[config.mk]
export PLATFORM = sky130hd
export DESIGN_NAME = mult_div_unit
export DESIGN_NICKNAME = d
export VERILOG_FILES = /design/src/rtl/mult_div_unit.sv
export SDC_FILE = /design/constraint.sdc
export NUM_CORES = 1
export LEC_CHECK = 0
export CELL_PAD_IN_SITES_DETAIL_PLACEMENT = 1
export CELL_PAD_IN_SITES_GLOBAL_PLACEMENT = 2
export CORE_MARGIN = 4
export CORE_UTILIZATION = 31
export DETAILED_ROUTE_END_ITERATION = 7
export MAX_ROUTING_LAYER = met4
export PLACE_DENSITY_LB_ADDON = 0.1
export SLEW_MARGIN = 10
export SYNTH_ARGS = -nofsm -noshare
export SYNTH_HDL_FRONTEND = slang
export SYNTH_SLANG_ARGS = --single-unit
[constraint.sdc]
create_clock -name clk -period 2.9 [get_ports clk]
set_input_delay 0.435 -clock clk [delete_from_list [all_inputs] [get_ports clk]]
set_output_delay 0.435 -clock clk [all_outputs]
set_load 0.02 [all_outputs]
[src/rtl/mult_div_unit.sv]
// Iterative 32-bit multiply/divide unit with HI/LO registers (MULT/MULTU/DIV/DIVU, MTHI/MTLO).
// Optional abort input enabled by defining MDU_CANCEL_EN.
module mult_div_unit #(
    parameter int WIDTH = 32,
    parameter int CNT_W = 6
) (
    input  logic             clk,
    input  logic             reset,
    input  logic             start,
    input  logic [2:0]       op,
    input  logic [WIDTH-1:0] a,
    input  logic [WIDTH-1:0] b,
`ifdef MDU_CANCEL_EN
    input  logic             cancel,
`endif
    output logic             busy,
    output logic             done,
    output logic [WIDTH-1:0] hi,
    output logic [WIDTH-1:0] lo
);

    localparam logic [2:0] OP_MTHI = 3'b100;
    localparam logic [2:0] OP_MTLO = 3'b101;

    typedef enum logic [1:0] {
        IDLE = 2'd0,
        CALC = 2'd1,
        FIX  = 2'd2
    } state_t;

    state_t state;
    state_t state_next;

    logic [WIDTH-1:0]   src_a;
    logic [WIDTH-1:0]   src_b;
    logic [2*WIDTH-1:0] acc;
    logic [CNT_W-1:0]   cnt;
    logic               is_div;
    logic               neg_res;
    logic               neg_rem;
    logic               done_q;
    logic [WIDTH-1:0]   hi_q;
    logic [WIDTH-1:0]   lo_q;

    logic               abort;
    logic               accept;
    logic               signed_op;
    logic               sign_a;
    logic               sign_b;
    logic [WIDTH-1:0]   a_mag;
    logic [WIDTH-1:0]   b_mag;

    logic [WIDTH:0]     mul_sum;
    logic [2*WIDTH-1:0] mul_next;
    logic [WIDTH:0]     div_shift;
    logic               div_borrow;
    logic [WIDTH-1:0]   div_rem;
    logic [2*WIDTH-1:0] div_next;
    logic [2*WIDTH-1:0] prod_fix;
    logic [WIDTH-1:0]   quo_fix;
    logic [WIDTH-1:0]   rem_fix;

`ifdef MDU_CANCEL_EN
    assign abort = cancel;
`else
    assign abort = 1'b0;
`endif

    // op[2]=0 selects MULT..DIVU; op[1] picks divide, op[0]=0 means signed.
    assign accept    = (state == IDLE) && start && !op[2];
    assign signed_op = ~op[0];
    assign sign_a    = signed_op & a[WIDTH-1];
    assign sign_b    = signed_op & b[WIDTH-1];
    assign a_mag     = sign_a ? -a : a;
    assign b_mag     = sign_b ? -b : b;

    // Multiply: add the multiplicand into the upper half, then shift the whole accumulator right.
    assign mul_sum  = {1'b0, acc[2*WIDTH-1:WIDTH]} + (src_b[0] ? {1'b0, src_a} : '0);
    assign mul_next = {mul_sum, acc[WIDTH-1:1]};

    // Divide: partial remainder in the upper half, quotient bits enter at the bottom.
    assign div_shift  = {acc[2*WIDTH-1:WIDTH], src_a[WIDTH-1]};
    assign div_borrow = div_shift < {1'b0, src_b};
    assign div_rem    = div_borrow ? div_shift[WIDTH-1:0] : WIDTH'(div_shift - {1'b0, src_b});
    assign div_next   = {div_rem, acc[WIDTH-2:0], ~div_borrow};

    assign prod_fix = neg_res ? -acc : acc;
    assign quo_fix  = neg_res ? -acc[WIDTH-1:0] : acc[WIDTH-1:0];
    assign rem_fix  = neg_rem ? -acc[2*WIDTH-1:WIDTH] : acc[2*WIDTH-1:WIDTH];

    always_comb begin
        state_next = state;
        case (state)
            IDLE:    if (accept) state_next = CALC;
            CALC:    if (cnt == CNT_W'(1)) state_next = FIX;
            FIX:     state_next = IDLE;
            default: state_next = IDLE;
        endcase
        if (abort && (state != IDLE)) state_next = IDLE;
    end

    always_ff @(posedge clk) begin
        if (reset) begin
            state   <= IDLE;
            src_a   <= '0;
            src_b   <= '0;
            acc     <= '0;
            cnt     <= '0;
            is_div  <= 1'b0;
            neg_res <= 1'b0;
            neg_rem <= 1'b0;
            done_q  <= 1'b0;
            hi_q    <= '0;
            lo_q    <= '0;
        end else begin
            state  <= state_next;
            done_q <= 1'b0;
            case (state)
                IDLE: begin
                    if (accept) begin
                        src_a   <= a_mag;
                        src_b   <= b_mag;
                        acc     <= '0;
                        cnt     <= CNT_W'(WIDTH);
                        is_div  <= op[1];
                        // A zero divisor keeps the all-ones quotient unsigned.
                        neg_res <= (sign_a ^ sign_b) && !(op[1] && (b == '0));
                        neg_rem <= op[1] & sign_a;
                    end else if (start && (op == OP_MTHI)) begin
                        hi_q <= a;
                    end else if (start && (op == OP_MTLO)) begin
                        lo_q <= a;
                    end
                end
                CALC: begin
                    cnt <= cnt - CNT_W'(1);
                    if (is_div) begin
                        acc   <= div_next;
                        src_a <= src_a << 1;
                    end else begin
                        acc   <= mul_next;
                        src_b <= src_b >> 1;
                    end
                end
                FIX: begin
                    if (!abort) begin
                        if (is_div) begin
                            hi_q <= rem_fix;
                            lo_q <= quo_fix;
                        end else begin
                            hi_q <= prod_fix[2*WIDTH-1:WIDTH];
                            lo_q <= prod_fix[WIDTH-1:0];
                        end
                        done_q <= 1'b1;
                    end
                end
                default: ;
            endcase
        end
    end

    assign busy = (state != IDLE);
    assign done = done_q;
    assign hi   = hi_q;
    assign lo   = lo_q;

endmodule

==> results.md <==
Place:
- Routability-driven placement finished with a final weighted congestion of roughly 0.93.
- The count of buffers added on input and output ports is ~140.
- At the placement stage, the worst setup path has a slack of -648 ps.
- Summed over all nets, the half-perimeter wirelength after detailed placement is between 50000 and 60000 um.
- The number of placed cells counting well taps is about 3200.

Finish:
- For this run, the post-layout net count is 2700.
- After the flow finishes, the layout carries non-filler instances totaling roughly 3200.
- Cells fill 45.4% of the core in the end.
- The top cell types in the final layout, fill and taps aside, are 389 x buf_4, 300 x nor2_1, 243 x a21oi_1, 194 x nand2_1, 192 x dfxtp_1.
- The share of post-route cells with drive strength above 1 is about a quarter.
- Relative to the synthesized area, the layout overhead comes to 44.4%.
- The library cell used most frequently in the layout, excluding fill and tap cells, is buf_4.

CTS:
- The root buffer cell chosen for the clock tree is clkbuf_16.
- TritonCTS built the clock tree.
- The clock reaches the later pin of the worst-skew pair after 590 ps.
- Clock-pin slew was measured on the worst setup and hold paths at approximately 60 ps.
- The depth of the CTS H-tree is 1.
- The number of clock buffers added by TritonCTS is 27.
- The clock net in this run drives a total of about 200 sinks.
- The maximum clock insertion buffer count is 3.

Detailed routing:
- The number of violations reported at the end of detailed-routing iteration 0 is 1100.
- The number of DRC violations after detailed routing is 0.
- After detailed routing, the number of vias per cell comes to between 5 and 6.
- For this run, the detailed router's first-pass iteration total came to 5.
- Dividing the detail-routed wire length by the instance count gives around 23 um.
- In this run the remaining antenna-violating nets after routing total 0.
- The final route contains ~18000 vias.
- The post-detailed-routing wire length is 73900 um.

Power and ir drop:
- Registers are responsible for 33.6% of the overall power.
- Per report_power, the clock group accounts for 38.6% of the total.
- The power density relative to cell area is approximately 400 mW/mm^2.
- In this run the power spent charging and discharging nets is a little under 3000 uW.
- The largest vdd supply drop is 0.000410 V.
- Net switching is roughly a third of the power.
- In this run, the combinational gates consume about 28% of the power.
- The cell leakage power is 0.00918 uW.
- The internal power consumption is 6070 uW.

Run status:
- The checks that failed: setup timing.
- The flow ran to the end, but the final reports show violations.

Critical path:
- The delay of the slowest cell on the worst path is 370 ps.
- The endpoint arrival time on the critical path is about 3500 ps.
- The launching point of the worst reg2reg path is src_b[0].
- The register-to-register path setup slack is -180 ps.
- In this run the critical register-to-register path is captured at acc[62].
- Traced cell by cell, the critical path runs through buf_12 -> buf_12 -> and2_4 -> ha_4 -> buf_6 -> a211oi_4 -> o21ai_2 -> a221oi_2 -> nand2_4 -> a41o_1 -> o2111a_1 -> or3_1 -> a21oi_2 -> o31ai_1.
- The kind of launch point of the worst setup path is a flop.
- The cell with the largest stage delay on the worst path is dfxtp_4.
- Of all nets on the critical path, the largest fanout is 7.
- The worst setup path is captured at a flop.
- On the critical path the largest part of the delay comes from compound AO/OA/AOI/OAI gates.
- STA puts the critical path data required time at 3360 ps.
- The worst-case reg-to-reg path depth is 14.
- By instance count, the cell type seen most on the critical path is buf_12.
- The number of buffers and inverters on the critical path is 3.
- The critical path class is flop to flop.

Timing:
- Setup repair after global routing could not meet its margin everywhere.
- Setup violations remaining at the end of the flow were counted as 9.
- At the pin with the least slew margin, the transition time is roughly 1100 ps.
- The clock period minus final worst setup slack is slightly above 3000 ps.
- The sum of negative setup slack is -834 ps.
- Across all setup checks in the final design, the least slack found is -180 ps.
- Based on the critical path, the design can be clocked at up to about 320 MHz.
- The number of max-slew violations in the final report came to 0.
- The worst pin sits at a relative slew slack of 24.7%.
- In the finished design, the share of the clock period the worst path needs comes to 106%.
- The number of hold violations in the final report is 0.
- The setup clock skew after layout is between 30 and 40 ps.

Yosys:
- The cell type with the largest total area after synthesis is dfxtp_1.
- The portion of synthesized area spent on multiplexers is around 2.6%.
- The count of warnings emitted by yosys is 0.
- Of the synthesized area, sequential elements account for between 20% and 30%.
- The post-synthesis register bit count is 204.
- The synthesized netlist occupies a cell area of ~0.015 mm^2.
- After technology mapping, the gate count stands at between 2000 and 2500.
- After synthesis, the largest family of logic cells by area is compound AO/OA/AOI/OAI gates.
- The post-synthesis share of cell area spent on and, or, nand and nor gates is around 23%.
- The number of enable-type register cells in the synthesized netlist is 0.
- After synthesis, the cell types taking the most area are dfxtp_1 26%, a21oi_1 8.4%, nor2_1 7.5%.
- For this run, the leading register cell type out of synthesis is dfxtp_1.
- Of all flip-flops after synthesis, the portion carrying an async set or reset was 0%.
- The number of different library cells used by synthesis comes to 79.
- The adder-cell area share of the yosys netlist is between 6 and 7%.
- The share of the synthesized area in compound gates (AO/OA/AOI/OAI) is between 20 and 30%.
- In this run the mean area of a mapped cell was slightly above 7 um^2.
- Of the total synthesized cell area, the portion taken by XOR and XNOR cells is 8.95%.
- The synthesized netlist net count is between 2000 and 2500.
- The top cell type's share of synthesized area is 26.4%.

Global routing:
- The total congestion overflow after global routing is 0.
- The layer with the highest usage after global routing is met2.
- The maximum number of pins on one net before global-route repair is 159.
- The first-pass GRT wire length is roughly 110000 um.
- The global routing usage on met1 is approximately a third.
- Global routing used roughly 44% of the available met2 tracks.
- Global routing used a little over a quarter of the available tracks across all layers.
- The number of antenna violations at the first check in global routing is 5.
- The routing usage on met3 is roughly 4%.
- The via count of the first global-routing pass was ~18000.

Die:
- From left edge to right edge, the die measures around 230 um.
- The starting density of the core is a little under a third.
- Pin placement for this block handled between 100 and 150 I/O pins.
- The die covers between 0.05 and 0.06 mm^2.
- The floorplan has between 80 and 90 rows.
- The core region is 0.0492 mm^2.
- The floorplan step set the die height to roughly 230 um.

Worst hold path:
- The worst min-delay path endpoint is src_b[18].
- The startpoint identified for the worst hold timing path is reset.
- The worst hold path belongs to the class input pin to flop.
- The count of cells along the worst hold path is 2.

Job:
- The number of max-cap violations is 0.
kinds of logic (layout without fill, tap and decap cells):
| family | Yosys count | after routing |
|---|---|---|
| multiplexers | 40 | 40 |
| XOR/XNOR | 158 | 158 |
| buffers and inverters | 209 | 655 |
| AO/OA/AOI/OAI | 685 | 685 |
| adder cells (fa/ha/maj) | 73 | 73 |
| AND/OR/NAND/NOR | 757 | 757 |
| flip-flops | 204 | 204 |
| other | 0 | 5 |
layout make-up:
cell class	count	area [um^2]
clock inverter	5	92.6
fill	5984	26800
sequential	204	4110
antenna	5	12.5
inverter	66	250
timing repair buffer	545	4620
multi-input combinational	1713	11600
clock buffer	39	801
tap	664	831
power by group through the flow:
stage	combinational [uW]	sequential (uW)	clock, uW
after CTS	2390	3020	3540
after floorplan	1200	3070	0
after detailed placement	2310	3080	0
after global routing	2710	3030	3660
after global placement	2280	3080	0
final	2500	3020	3470
sequential cells by signal, summed over array words and instances, names as in the netlist:
name,count
acc,64
cnt,6
done,1
hi,32
is_div,1
lo,32
neg_rem,1
neg_res,1
src_a,32
src_b,32
state,2
worst reg2reg max path: cells and delay by family, from the launching register on:
kind / cells / cell delay (ps)
compound gates: 7 / 1430
buf+inv: 3 / 400
simple gates: 3 / 570
fa+ha+maj: 1 / 220
flops: 1 / 370
worst max path at each step:
stage                     startpoint   endpoint  slack, ps  depth (start not counted)
after global placement          a[4]  src_a[31]       -670                         10
after detailed placement        a[4]  src_a[31]       -650                         10
after CTS                   src_b[0]    acc[58]       -120                         14
final                       src_b[0]    acc[62]       -180                         14
after floorplan              acc[32]     hi[18]        -20                         12
after global routing        src_b[0]    acc[62]       -320                         14
what timing repair did:
action                                  4_1_cts  5_1_grt
pin swaps                                    46       79
gates cloned                                  1        1
endpoints found under the hold margin         0        0
endpoints found under the setup margin       42       55
hold buffers                                  0        0
resized for setup                           100      125
setup buffers                                20       14
Yosys cell counts, types with 6 or more instances:
library cell / n
nor2_1: 308
a21oi_1: 259
dfxtp_1: 204
nand2_1: 202
clkbuf_1: 124
o21ai_0: 117
xor2_1: 88
ha_1: 71
xnor2_1: 70
inv_1: 65
a211oi_1: 62
mux2i_1: 40
nor3_1: 33
and2_1: 32
nand3_1: 32
o211ai_1: 30
or3_1: 28
o31ai_1: 25
a31oi_1: 22
nor4_1: 19
a21o_1: 18
nand2b_1: 18
a311oi_1: 17
o41ai_1: 15
or4_1: 15
nand4_1: 14
a221oi_1: 12
a22oi_1: 12
buf_2: 11
nor2b_1: 11
o21bai_1: 11
a211o_1: 10
and3_1: 10
o21a_1: 8
or2_2: 8
a22o_1: 7
o21ai_1: 6
per-stage QoR:
stage          hold WS, ps  instance area [um^2]  power (uW)
6_report               109                 22300        8990
5_1_grt                110                 22300        9400
4_1_cts               91.1                 21600        8950
3_5_place_dp           451                 20100        5390
2_1_floorplan          435                 15500        4270
3_3_place_gp           448                 20100        5360
routing by layer:
| layer | vias up | wire length, um | part of all wire (%) |
|---|---|---|---|
| li1 | 8509 | - | - |
| met1 | 8705 | 33100 | 45 |
| met2 | 319 | 35200 | 48 |
| met3 | 116 | 2990 | 4.0 |
| met4 | 0 | 2660 | 3.6 |
| met5 | - | 0 | 0 |
No activity file was read; power rests on OpenSTA's default activity.
